<file path="src/rtl/lite_mover_pkg.sv">
// Shared definitions for the lite S2MM mover: command field layout, status
// byte layout and the controller state encoding.
// Optional feature macro: LITE_S2MM_MOVER_STS_EN (status channel and STS state).
package lite_mover_pkg;

    // Command word layout
    localparam int CMD_W         = 72;
    localparam int CMD_BTT_LSB   = 0;
    localparam int CMD_SADDR_LSB = 32;
    localparam int CMD_SADDR_W   = 32;
    localparam int CMD_TAG_LSB   = 64;
    localparam int CMD_TAG_W     = 4;

    // Status byte layout
    localparam int STS_W          = 8;
    localparam int STS_OK_BIT     = 7;
    localparam int STS_SLVERR_BIT = 6;
    localparam int STS_DECERR_BIT = 5;
    localparam int STS_INTERR_BIT = 4;
    localparam int STS_TAG_LSB    = 0;

    typedef enum logic [1:0] {
        ST_IDLE = 2'd0,
        ST_DATA = 2'd1
`ifdef LITE_S2MM_MOVER_STS_EN
        ,
        ST_STS  = 2'd2
`endif
    } mover_state_e;

    // Assemble a status byte from its individual fields.
    function automatic logic [STS_W-1:0] pack_sts(
        input logic                 ok,
        input logic                 slverr,
        input logic                 decerr,
        input logic                 interr,
        input logic [CMD_TAG_W-1:0] tag
    );
        logic [STS_W-1:0] s;
        s = '0;
        s[STS_OK_BIT]     = ok;
        s[STS_SLVERR_BIT] = slverr;
        s[STS_DECERR_BIT] = decerr;
        s[STS_INTERR_BIT] = interr;
        s[STS_TAG_LSB +: CMD_TAG_W] = tag;
        return s;
    endfunction

endpackage

</file>
<file path="src/rtl/lite_s2mm_mover.sv">
// Lite S2MM mover: accepts one command, writes the matching stream beats into
// a word-addressed memory port, then reports a status byte.
// Optional feature macro: LITE_S2MM_MOVER_STS_EN. When undefined the status
// channel is tied off and the controller returns straight to IDLE.
//
// state   | meaning
// --------+---------------------------------------------------------------
// IDLE    | waiting for a command, cmd_tready high
// DATA    | accepting stream beats, one memory write per accepted beat
// STS     | presenting the status byte until sts_tready (STS build only)
module lite_s2mm_mover
    import lite_mover_pkg::*;
#(
    parameter int MEM_AW = 12,
    parameter int BTT_W  = 23
) (
    input  logic              clk,
    input  logic              rst,

    input  logic              s_axis_s2mm_cmd_tvalid,
    output logic              s_axis_s2mm_cmd_tready,
    input  logic [CMD_W-1:0]  s_axis_s2mm_cmd_tdata,

    input  logic              s_axis_s2mm_tvalid,
    output logic              s_axis_s2mm_tready,
    input  logic [31:0]       s_axis_s2mm_tdata,
    input  logic [3:0]        s_axis_s2mm_tkeep,
    input  logic              s_axis_s2mm_tlast,

    output logic              m_axis_s2mm_sts_tvalid,
    input  logic              m_axis_s2mm_sts_tready,
    output logic [STS_W-1:0]  m_axis_s2mm_sts_tdata,
    output logic              m_axis_s2mm_sts_tkeep,
    output logic              m_axis_s2mm_sts_tlast,

    output logic              mem_we,
    output logic [MEM_AW-1:0] mem_addr,
    output logic [31:0]       mem_wdata,
    output logic [3:0]        mem_be,
    output logic              busy
);

    localparam logic [33:0] MEM_BYTES = 34'(1) << (MEM_AW + 2);

    mover_state_e state_q, state_nxt;

    logic [BTT_W-1:0]       cmd_btt;
    logic [CMD_SADDR_W-1:0] cmd_saddr;
    logic [CMD_TAG_W-1:0]   cmd_tag;
    logic [BTT_W:0]         cmd_btt_p3;
    logic [33:0]            cmd_end;
    logic                   cmd_interr;
    logic                   cmd_decerr;
    logic                   cmd_err;
    logic                   cmd_fire;
    logic                   beat_fire;
    logic                   last_beat;

    logic [CMD_TAG_W-1:0]   tag_q;
    logic [MEM_AW-1:0]      word_addr_q;
    logic [BTT_W-2:0]       beats_q;
    logic                   interr_q;
    logic                   decerr_q;

    logic                   cmd_ready_c;
    logic                   data_ready_c;
    logic                   sts_valid_c;

    // Inline command decode and error classification.
    assign cmd_btt    = s_axis_s2mm_cmd_tdata[CMD_BTT_LSB +: BTT_W];
    assign cmd_saddr  = s_axis_s2mm_cmd_tdata[CMD_SADDR_LSB +: CMD_SADDR_W];
    assign cmd_tag    = s_axis_s2mm_cmd_tdata[CMD_TAG_LSB +: CMD_TAG_W];
    assign cmd_btt_p3 = {1'b0, cmd_btt} + (BTT_W+1)'(3);
    // Last byte beyond the top of memory <=> saddr + btt > memory size.
    assign cmd_end    = {2'b00, cmd_saddr} + 34'(cmd_btt);
    assign cmd_interr = (cmd_btt == '0) || (cmd_saddr[1:0] != 2'b00);
    assign cmd_decerr = (cmd_end > MEM_BYTES);
    assign cmd_err    = cmd_interr | cmd_decerr;

    logic unused_cmd_bits;
    assign unused_cmd_bits = ^{s_axis_s2mm_cmd_tdata[CMD_SADDR_LSB-1:CMD_BTT_LSB+BTT_W],
                               s_axis_s2mm_cmd_tdata[CMD_W-1:CMD_TAG_LSB+CMD_TAG_W]};

    // Handshake-facing outputs are forced low while reset is asserted.
    assign s_axis_s2mm_cmd_tready = cmd_ready_c & ~rst;
    assign s_axis_s2mm_tready     = data_ready_c & ~rst;
    assign busy                   = (state_q != ST_IDLE) & ~rst;

    assign cmd_fire  = s_axis_s2mm_cmd_tready & s_axis_s2mm_cmd_tvalid;
    assign beat_fire = s_axis_s2mm_tready & s_axis_s2mm_tvalid;
    assign last_beat = (beats_q == (BTT_W-1)'(1));

    // State register.
    always_ff @(posedge clk) begin
        if (rst) state_q <= ST_IDLE;
        else     state_q <= state_nxt;
    end

    // Next-state and handshake enables.
    always_comb begin
        state_nxt    = state_q;
        cmd_ready_c  = 1'b0;
        data_ready_c = 1'b0;
        sts_valid_c  = 1'b0;
        case (state_q)
            ST_IDLE: begin
                cmd_ready_c = 1'b1;
                if (s_axis_s2mm_cmd_tvalid) begin
`ifdef LITE_S2MM_MOVER_STS_EN
                    state_nxt = cmd_err ? ST_STS : ST_DATA;
`else
                    state_nxt = cmd_err ? ST_IDLE : ST_DATA;
`endif
                end
            end
            ST_DATA: begin
                data_ready_c = 1'b1;
                if (s_axis_s2mm_tvalid && (last_beat || s_axis_s2mm_tlast)) begin
`ifdef LITE_S2MM_MOVER_STS_EN
                    state_nxt = ST_STS;
`else
                    state_nxt = ST_IDLE;
`endif
                end
            end
`ifdef LITE_S2MM_MOVER_STS_EN
            ST_STS: begin
                sts_valid_c = 1'b1;
                if (m_axis_s2mm_sts_tready) state_nxt = ST_IDLE;
            end
`endif
            default: state_nxt = ST_IDLE;
        endcase
    end

    // Command capture, beat counting, error flags and the registered write port.
    always_ff @(posedge clk) begin
        if (rst) begin
            tag_q       <= '0;
            word_addr_q <= '0;
            beats_q     <= '0;
            interr_q    <= 1'b0;
            decerr_q    <= 1'b0;
            mem_we      <= 1'b0;
            mem_addr    <= '0;
            mem_wdata   <= '0;
            mem_be      <= '0;
        end else begin
            mem_we <= 1'b0;
            if (cmd_fire) begin
                tag_q       <= cmd_tag;
                word_addr_q <= cmd_saddr[MEM_AW+1:2];
                beats_q     <= cmd_btt_p3[BTT_W:2];
                interr_q    <= cmd_interr;
                decerr_q    <= cmd_decerr;
            end
            if (beat_fire) begin
                mem_we      <= 1'b1;
                mem_addr    <= word_addr_q;
                mem_wdata   <= s_axis_s2mm_tdata;
                mem_be      <= s_axis_s2mm_tkeep;
                word_addr_q <= word_addr_q + 1'b1;
                beats_q     <= beats_q - 1'b1;
                // tlast must coincide exactly with the final counted beat.
                if (last_beat != s_axis_s2mm_tlast) interr_q <= 1'b1;
            end
        end
    end

`ifdef LITE_S2MM_MOVER_STS_EN
    // Status byte is a pure function of the latched flags while in STS.
    assign m_axis_s2mm_sts_tvalid = sts_valid_c & ~rst;
    assign m_axis_s2mm_sts_tkeep  = m_axis_s2mm_sts_tvalid;
    assign m_axis_s2mm_sts_tlast  = m_axis_s2mm_sts_tvalid;
    assign m_axis_s2mm_sts_tdata  = m_axis_s2mm_sts_tvalid ?
        pack_sts(~(interr_q | decerr_q), 1'b0, decerr_q, interr_q, tag_q) : '0;
`else
    logic unused_sts;
    assign unused_sts = ^{sts_valid_c, m_axis_s2mm_sts_tready, tag_q, interr_q, decerr_q};
    assign m_axis_s2mm_sts_tvalid = 1'b0;
    assign m_axis_s2mm_sts_tkeep  = 1'b0;
    assign m_axis_s2mm_sts_tlast  = 1'b0;
    assign m_axis_s2mm_sts_tdata  = '0;
`endif

endmodule
</file>
<file path="config.mk">
export PLATFORM = sky130hd
export DESIGN_NAME = lite_s2mm_mover
export DESIGN_NICKNAME = d
export VERILOG_FILES = /design/src/rtl/lite_mover_pkg.sv /design/src/rtl/lite_s2mm_mover.sv
export SDC_FILE = /design/constraint.sdc
export NUM_CORES = 1
export LEC_CHECK = 0
export CORE_ASPECT_RATIO = 0.7
export CORE_MARGIN = 2
export CORE_UTILIZATION = 43
export CTS_CLUSTER_SIZE = 40
export DETAILED_ROUTE_END_ITERATION = 12
export MAX_ROUTING_LAYER = met4
export PLACE_DENSITY = 0.78
export SLEW_MARGIN = 20
export SYNTH_ARGS = -nofsm -noshare
export SYNTH_HDL_FRONTEND = slang
export SYNTH_SLANG_ARGS = --single-unit
</file>
<file path="constraint.sdc">
create_clock -name clk -period 6.6 [get_ports clk]
set_input_delay 1.32 -clock clk [delete_from_list [all_inputs] [get_ports clk]]
set_output_delay 1.32 -clock clk [all_outputs]
set_load 0.05 [all_outputs]
</file>
; Word-level counts from Yosys, hierarchy flattened
; Cells that the tools add are included.
[word_totals]
reg_bits = 85
latchBits = 0
mem_bits_rw = 0
rom_bits = 0
in_bits = 114
output_inout_bits = 63
word_cells = 43
memories = 0
[classes]
add_sub_neg = 4
mul = 0
div_mod_pow = 0
n_lt_le_gt_ge = 1
eq_ne = 4
n_shift = 0
muxes = 11
n_bitwise = 7
n_reduce_logical = 9
[op_table]
columns = cell, count
row1 = 2-to-1 mux 22 bit, 2
row2 = adder 32 x 23 -> 33 bit, 1
row3 = > comparator 33 x 15 -> 1 bit (second input constant), 1
row4 = adder 23 x 2 -> 24 bit (second input constant), 1
row5 = 2-to-1 mux 12 bit, 2
row6 = zero test 23 bit, 1
row7 = equality test 22 x 1 -> 1 bit (second input constant), 1
row8 = subtractor 22 x 1 -> 22 bit (second input constant), 1
row9 = adder 12 x 1 -> 12 bit (second input constant), 1
row10 = nonzero test 2 bit, 3
row11 = AND 1 bit, 5
row12 = 2-to-1 mux 1 bit, 4
row13 = 2-to-1 mux 2 bit, 2
row14 = != test 2 bit (second input constant), 2
row15 = one-hot mux 2 bit (2 select lines), 1
row16 = equality test 2 x 1 -> 1 bit (second input constant), 1
row17 = zero test 2 bit, 1
row18 = logical OR 1 bit, 2
row19 = AND reduction 2 bit, 1
row20 = logical AND 1 bit, 1
row21 = inverter 1 bit, 1
row22 = bitwise OR 1 bit, 1

; Longest topological paths before layout
; Gate-level depths: netlist of run 1.
[logic_depth]
word_depth = 6
ltp_mapped = 11
depth_no_buf = 11

; Worst setup path after synthesis of run 1
; OpenSTA, ideal clock, no wires.
[synth_timing]
path_kind = input-to-reg
startpoint = input s_axis_s2mm_cmd_tdata[0]
endpoint = register state_q[0]
setup_time_ns = 0.084
arrival_time_ns = 4.155
required_ns = 6.516
slack_ns = 2.361
path_stages = 11
path_buffers = 0
path_cell_list = ha_1 > fa_1 > a211o_1 > a21o_1 > a221oi_2 > o2111ai_1 > or4_1 > or4_1 > a221oi_2 > nand4b_1 > o31ai_2
[synth_via]
elab_chain_cells = 6
elab_cells_between_ends = 8
classes_between = 1 x add/sub / 1 x order compare / 3 x mux / 1 x bitwise / 2 x reduce/logical
[synth_rtl]
columns = item, line
row1 = from (decl), lite_s2mm_mover.sv:22  ; input logic [CMD_W-1:0] s_axis_s2mm_cmd_tdata,
row2 = adder 32 x 23 -> 33 bit / zero test 23 bit (equally long branches), "lite_s2mm_mover.sv:75, lite_s2mm_mover.sv:76"
row3 = > comparator 33 x 15 -> 1 bit / logical OR 1 bit (equally long branches), "lite_s2mm_mover.sv:77, lite_s2mm_mover.sv:76"
row4 = bitwise OR 1 bit *, lite_s2mm_mover.sv:78  ; assign cmd_err = cmd_interr | cmd_decerr;
row5 = 2-to-1 mux 1 bit *, lite_s2mm_mover.sv:112  ; state_nxt = cmd_err ? ST_IDLE : ST_DATA;
row6 = 2-to-1 mux 2 bit *, lite_s2mm_mover.sv:108  ; if (s_axis_s2mm_cmd_tvalid) begin
row7 = one-hot mux 2 bit (2 select lines) *, lite_s2mm_mover.sv:105  ; case (state_q)
row8 = to (signal assigned), lite_s2mm_mover.sv:96  ; else state_q <= state_nxt;
row9 = to (decl), lite_s2mm_mover.sv:45  ; mover_state_e state_q, state_nxt;
; Every way passes the cells marked *; elsewhere a longest branch is shown, timed or not. The select of a mux whose other input is x is not followed.
; A chain may end at the register's enable or synchronous reset.

; Worst setup path after layout of run 1
; Ends and elaborated chain as after synthesis.

==> summary.md, run 1 <==
| Metric | Value |
|---|---|
| Fin util | `57.7%` |
| Worst EP required | `6.86 ns` |
| Post-synth EDFFs | `0` |
| Internal power | `925 µW` |
| Compound-Gate Fraction of Synth Area | `21.5%` |
| Switching share of total power | `31.5%` |
| PortBufs | `147` |
| CTS tree | `done` |
| Post-Synth Adder-Cell Area | `5.96%` |
| Largest net degree at the start of global routing | `84` |
| Vias/cell | `5.62` |
| Area leader, netlist | `dfxtp_1` |
| Die Area | `14400 µm²` |
| # DRC | `0` |
| Diode count | `0` |
| Clk_skew | `0.00560 ns` |
| Hold Path Depth | `2` |
| Placed instance count | `1076` |
| Htree depth | `3` |
| Period minus WS final | `4.78 ns` |
| Slew Limit Headroom | `39.1%` |
| Routed wire length | `17300 µm` |
| Startpoint types | `input pin` |
| Critical-path top delay cell | `clkdlybuf4s50_1` |
| Worst-path clk slew | `0.07 ns` |
| Clock power frac | `36.0%` |
| Setup bufs post-CTS | `0` |
| RSZ-0062 raised after global routing | `no` |
| GR Overflow Total | `0` |
| GRT Util Overall | `24.9%` |
| Post-synthesis mux area share | `0.539%` |
| Worst Hold Class | `flip-flop to flip-flop` |
| Combinational Power Share | `24.8%` |
| Number of library cell types mapped by synthesis | `74` |
| Buffers plus inverters on the worst setup path | `1` |
| Final Max Slew Viols | `0` |
| Slowest stage delay, CP | `0.51 ns` |
| Reg2reg setup slack | `3.85 ns` |
| R2r worst-path depth | `10` |
| Xor and xnor area share after synthesis | `5.29%` |
| Synth area leaders | `dfxtp_1 (29%), nand2_1 (10%), nand3b_1 (5.7%)` |
| Worst-Skew Late Latency | `0.34 ns` |
| # setup viols final | `0` |
| Die Y | `101 µm` |
| CTS buffer count | `9` |
| Placed Area | `7330 µm²` |
| Clk sinks | `84` |
| Design area | `7610 µm²` |
| Initial core utilization | `44.0%` |
| Net Sw Power | `425 µW` |
| Avg Cell Area, Syn | `7.42 µm²` |
| Max-Cap Viols | `0` |
| Layout Cells excl Fill | `1092` |
| Cell row count | `35` |
| Total power | `1.35 mW` |
| DR WL/cell | `15.8 µm` |
| Post-CTS Hold Buffers | `0` |
| Largest family of logic cells by synthesized area | `simple AND/OR/NAND/NOR gates` |
| Die W | `143 µm` |
| Hold endpoint | `mem_addr[11]$_SDFFE_PP0P_` |
| Period utilization | `72.4%` |
| Vias | `6139` |
| Antenna Nets Post-Route | `0` |
| Slew @ Worst Pin | `0.899 ns` |
| Crit-path max FO | `5` |
| Leading cell types in the layout, fill and taps excluded | `nand2_1 (155), clkdlybuf4s50_1 (146), dfxtp_1 (84)` |
| Area grow syn2layout | `31.3%` |
| Root Driver | `clkbuf_16` |
| Worst path cell trace | `clkdlybuf4s50_1, ha_1, fa_1, a211o_1, a21o_1, a221oi_2, o2111ai_1, or4_1, or4_1, a221oi_2, nand4b_1, o31ai_2` |
| Layout cells sized above 1 | `3.75%` |
| Drt pass-1 iters | `6` |
| CTS resizes | `0` |
| CP Class | `input pin to flip-flop` |
| #FFs+latches synth | `84` |
| Flop pwr share | `39.2%` |
| Max Freq | `0.209 GHz` |
| Hold path startpoint | `word_addr_q[11]$_SDFFE_PP0P_` |
| Initial drt markers | `471` |
| Ys async rst share | `0%` |
| Commonest non-fill, non-tap cell in the layout | `nand2_1` |
| GPL Wtd Cong | `0.939` |
| HPWL Detailed | `13000 µm` |
| Pleak | `2.97 nW` |
| Core area | `13200 µm²` |
| Synth top area share | `29.0%` |
| Ys Warns | `0` |
| Antenna violations before repair | `0` |
| I/O Pins | `177` |
| Synth Cell Area | `5800 µm²` |
| Max VDD drop | `0.130 mV` |
| First-pass GRT wire length | `28100 µm` |
| Synth Instances | `781` |
| Final Net Count | `1043` |
| Simple-Gate Fraction of Synth Area | `32.3%` |
| Post-synthesis sequential area ratio | `29.0%` |
| Vias in the first global route | `5496` |
| CP Capture Type | `flip-flop` |
| CTS Buffer Depth | `2` |
| FF-to-FF End | `word_addr_q[8]$_SDFFE_PP0P_` |
| CP arrival | `5.03 ns` |
| Top_reg_cell synth | `dfxtp_1` |
| Final hold viol count | `0` |
| Cell Pwr Density | `177 nW/µm²` |
| Outcome | `finished, final reports clean` |
| Reg-to-reg startpoint | `state_q[0]$_SDFFE_PP0P_` |
| Setup TNS | `0 ns` |
| Cell family with most CP delay | `compound AO/OA/AOI/OAI gates` |
## power groups by stage
stage	clock, mW	combinational [mW]	sequential (mW)
3_3_place_gp	0	0.325	0.540
3_5_place_dp	0	0.326	0.540
4_1_cts	0.495	0.329	0.529
6_report	0.486	0.334	0.529
2_1_floorplan	0	0.212	0.537
5_1_grt	0.513	0.365	0.531
## cell usage after synthesis (3+ instances only)
master       n
a41oi_1      6
a222oi_1     3
and4_1       3
nand2b_1     4
xor2_1      15
a221oi_1    11
nor2_1      64
a21boi_1     3
a31oi_1     10
o21a_1       5
nor3_1      25
a21oi_1     50
clkbuf_1    29
xnor2_1     20
o31ai_1      4
nand3b_1    44
and3_1       6
a21o_1       6
nand4_1      9
or4_1        5
nand4b_1     3
buf_4       12
a311oi_1     3
a2111oi_0    5
a211oi_1     6
nand2_1    156
a211o_1      3
buf_1        8
nand3_1     16
nor4_1      12
o211ai_1     8
o21ai_1      5
or2_1        3
o21ai_0     28
dfxtp_1     84
nor2b_1      6
inv_1       17
and2_1       3
or3_1       11
ha_1        26
## worst max-delay path by stage
stage | start | to | slack [ns] | cells after the start
6_report | s_axis_s2mm_cmd_tdata[0] | state_q[0]$_SDFFE_PP0P_ | 1.82 | 12
5_1_grt | s_axis_s2mm_cmd_tdata[1] | state_q[0]$_SDFFE_PP0P_ | 1.65 | 11
4_1_cts | s_axis_s2mm_cmd_tdata[0] | state_q[0]$_SDFFE_PP0P_ | 1.82 | 12
3_5_place_dp | s_axis_s2mm_cmd_tdata[0] | state_q[0]$_SDFFE_PP0P_ | 1.47 | 12
3_3_place_gp | s_axis_s2mm_cmd_tdata[0] | state_q[0]$_SDFFE_PP0P_ | 1.47 | 12
2_1_floorplan | s_axis_s2mm_cmd_tdata[0] | state_q[0]$_SDFFE_PP0P_ | 2.36 | 11
## tightest hold or removal path, stage by stage, from the launching register on
cell     delay, ns
dfxtp_1       0.32
nand2_1       0.05
nand2_1       0.04
## per-layer routing
| metal | routed length (µm) | up-vias | global-route usage [%] |
|---|---|---|---|
| li1 | - | 3041 | - |
| met1 | 8570 | 2813 | 36.7 |
| met2 | 7010 | 270 | 35.1 |
| met3 | 1550 | 15 | 5.34 |
| met4 | 184 | 0 | 4.27 |
| met5 | 0 | - | - |
## per-stage QoR
| step | worst slack (ns) | hold WS (ns) |
|---|---|---|
| 3_5_place_dp | 1.47 | 0.448 |
| 4_1_cts | 1.82 | 0.456 |
| 6_report | 1.82 | 0.455 |
| 3_3_place_gp | 1.47 | 0.445 |
| 2_1_floorplan | 2.36 | 0.428 |
| 5_1_grt | 1.65 | 0.488 |
## layout make-up
| cell class | count | area [µm²] |
|---|---|---|
| flip-flops and latches | 84 | 1680 |
| repair buffers | 151 | 1500 |
| fillers | 1199 | 5570 |
| well taps | 185 | 231 |
| inverters | 18 | 67.6 |
| clock inverters | 7 | 58.8 |
| clock buffers | 9 | 225 |
| multi-input cells | 638 | 3850 |
## sequential cells by signal (all words and copies together) (netlist names)
name         flops
mem_wdata       32
state_q          1
beats_q         22
mem_addr        12
mem_we           1
word_addr_q     12
mem_be           4
## cells by family (layout without fill, tap and decap cells)
kind of cell    after synthesis  count (layout)
xor+xnor                     35              35
other cells                   1              11
buf+inv                      69             185
simple gates                379             379
mux                           3               3
flops                        84              84
compound gates              183             183
fa+ha+maj                    27              27
No activity file was read; power rests on OpenSTA's default activity.
==> run 2: changes to the inputs <==
==> constraint.sdc (replaced) <==
create_clock -name clk -period 4.69 [get_ports clk]
set_input_delay 0.938 -clock clk [delete_from_list [all_inputs] [get_ports clk]]
set_output_delay 0.938 -clock clk [all_outputs]
set_load 0.05 [all_outputs]
==> run 2 against run 1 <==
Via count rose by 0.98%. Utilization is 1.1 points higher. Critical path depth stayed put. Cell count is 1.5% higher. Combinational power increased by 44%. Flip-flop and latch count unchanged. Hold slack improved by 0.0015 ns. Total power increased by 46%. Register-to-register slack worse by 1.7 ns. Largest cell class unchanged. Largest power group is now the clock network. Highest routed layer unchanged.
==> summary.md, run 2 (same netlist as run 1, synthesis figures left out) <==
| Metric | Value |
|---|---|
| Period utilization | `91.0%` |
| Worst EP required | `4.95 ns` |
| CP Class | `input pin to flip-flop` |
| Clock power frac | `37.8%` |
| Pleak | `3.06 nW` |
| Commonest non-fill, non-tap cell in the layout | `nand2_1` |
| Crit-path max FO | `3` |
| Die W | `143 µm` |
| HPWL Detailed | `13300 µm` |
| Clk_skew | `0.00664 ns` |
| Post-CTS Hold Buffers | `0` |
| Reg2reg setup slack | `2.19 ns` |
| Layout cells sized above 1 | `5.42%` |
| Top Registers | `mem_wdata x32, beats_q x22` |
| I/O Pins | `177` |
| Routed wire length | `17400 µm` |
| GRT Util Overall | `24.8%` |
| CTS Buffer Depth | `2` |
| Final worst slack | `0.420 ns` |
| Placed instance count | `1092` |
| Setup TNS | `0 ns` |
| # setup viols final | `0` |
| Area grow syn2layout | `33.9%` |
| Slew @ Worst Pin | `0.713 ns` |
| Most flops, register | `mem_wdata` |
| Cell Pwr Density | `254 nW/µm²` |
| Buffers plus inverters on the worst setup path | `1` |
| Initial core utilization | `44.0%` |
| Critical-path top delay cell | `or4_1` |
| Leading cell types in the layout, fill and taps excluded | `nand2_1 (155), clkdlybuf4s50_1 (146), dfxtp_1 (84)` |
| Hold endpoint | `mem_addr[11]$_SDFFE_PP0P_` |
| Layout Cells excl Fill | `1108` |
| R2r worst-path depth | `10` |
| Flop pwr share | `37.8%` |
| Worst-path clk slew | `0.07 ns` |
| Vias in the first global route | `5543` |
| GR Overflow Total | `0` |
| Combinational Power Share | `24.4%` |
| Final Net Count | `1059` |
| Place WS | `0.114 ns` |
| Cell row count | `35` |
| Slowest stage delay, CP | `0.49 ns` |
| Htree depth | `3` |
| Core area | `13200 µm²` |
| CTS resizes | `0` |
| Die Area | `14400 µm²` |
| RSZ-0062 raised after global routing | `no` |
| Startpoint types | `input pin` |
| Reg-to-reg startpoint | `beats_q[0]$_SDFFE_PP0P_` |
| PortBufs | `147` |
| Max-Cap Viols | `0` |
| Total power | `1.97 mW` |
| Internal power | `1.37 mW` |
| Vias/cell | `5.59` |
| Vias | `6199` |
| Fin util | `58.9%` |
| CP arrival | `4.53 ns` |
| Hold Path Depth | `2` |
| Max reg flops | `32` |
| Placed Area | `7450 µm²` |
| FF-to-FF End | `beats_q[20]$_SDFFE_PP0P_` |
| Root Driver | `clkbuf_16` |
| # DRC | `0` |
| CP Capture Type | `flip-flop` |
| Switching share of total power | `30.4%` |
| Clk sinks | `84` |
| Max Freq | `0.234 GHz` |
| Diode count | `0` |
| Hold path startpoint | `word_addr_q[11]$_SDFFE_PP0P_` |
| Antenna violations before repair | `0` |
| Period minus WS final | `4.27 ns` |
| Worst path cell trace | `clkdlybuf4s50_1, ha_1, fa_1, a211o_1, a21o_1, a221oi_2, o2111ai_1, or4_1, or4_1, a221oi_2, nand4b_1, o31ai_2` |
| Worst-Skew Late Latency | `0.33 ns` |
| Cell family with most CP delay | `compound AO/OA/AOI/OAI gates` |
| Outcome | `finished, final reports clean` |
| Final hold viol count | `0` |
| Antenna Nets Post-Route | `0` |
| Die Y | `101 µm` |
| Net Sw Power | `599 µW` |
| Max VDD drop | `0.190 mV` |
| DR WL/cell | `15.7 µm` |
| Worst Hold Class | `flip-flop to flip-flop` |
| Final Max Slew Viols | `0` |
| CTS buffer count | `9` |
| Setup bufs post-CTS | `0` |
| Largest net degree at the start of global routing | `63` |
| CTS tree | `done` |
| Slew Limit Headroom | `52.3%` |
| Initial drt markers | `578` |
| GPL Wtd Cong | `0.924` |
| First-pass GRT wire length | `28000 µm` |
| Design area | `7760 µm²` |
| Hold WS | `0.456 ns` |
| Drt pass-1 iters | `5` |
-- run 2: cell count changes in the layout (fill, tap and decap cells not counted) --
cell / before / now
buf_4: 4 / 20
bufinv_16: 0 / 1
clkinv_2: 1 / 0
clkinvlp_4: 1 / 0
inv_6: 3 / 2
inv_8: 1 / 3
-- run 2: how the worst max path moves through the flow --
stage | startpoint | end | slack [ns] | cells after the start
4_1_cts | s_axis_s2mm_cmd_tdata[0] | state_q[0]$_SDFFE_PP0P_ | 0.46 | 12
3_5_place_dp | s_axis_s2mm_cmd_tdata[0] | state_q[0]$_SDFFE_PP0P_ | 0.11 | 12
2_1_floorplan | s_axis_s2mm_cmd_tdata[0] | state_q[0]$_SDFFE_PP0P_ | 0.83 | 11
6_report | s_axis_s2mm_cmd_tdata[0] | state_q[0]$_SDFFE_PP0P_ | 0.42 | 12
3_3_place_gp | s_axis_s2mm_cmd_tdata[0] | state_q[0]$_SDFFE_PP0P_ | 0.13 | 12
5_1_grt | s_axis_s2mm_cmd_tdata[33] | state_q[0]$_SDFFE_PP0P_ | 0.31 | 11
-- run 2: worst min-delay path, cell delays in order, from the launching register on --
cell,delay (ns)
dfxtp_1,0.32
nand2_1,0.06
nand2_1,0.04
-- run 2: power groups by stage --
stage / sequential, mW / combinational [mW] / clock, mW
floorplan: 0.756 / 0.299 / 0
finish: 0.745 / 0.480 / 0.746
global route: 0.747 / 0.523 / 0.790
global placement: 0.760 / 0.467 / 0
CTS: 0.744 / 0.472 / 0.759
detailed placement: 0.760 / 0.469 / 0
-- run 2: final cells by class --
type | instances | area [µm²]
fillers | 1229 | 5420
multi-input cells | 638 | 3850
flip-flops and latches | 84 | 1680
repair buffers | 167 | 1620
well taps | 185 | 231
clock buffers | 9 | 225
clock inverters | 7 | 90.1
inverters | 18 | 67.6
-- run 2: per-layer routing --
| metal | global-route usage, % | wire, µm | up-vias |
|---|---|---|---|
| met5 | - | 0 | - |
| met4 | 4.11 | 204 | 0 |
| met3 | 4.30 | 1350 | 18 |
| met2 | 35.2 | 7060 | 237 |
| met1 | 37.2 | 8810 | 2861 |
| li1 | - | - | 3083 |
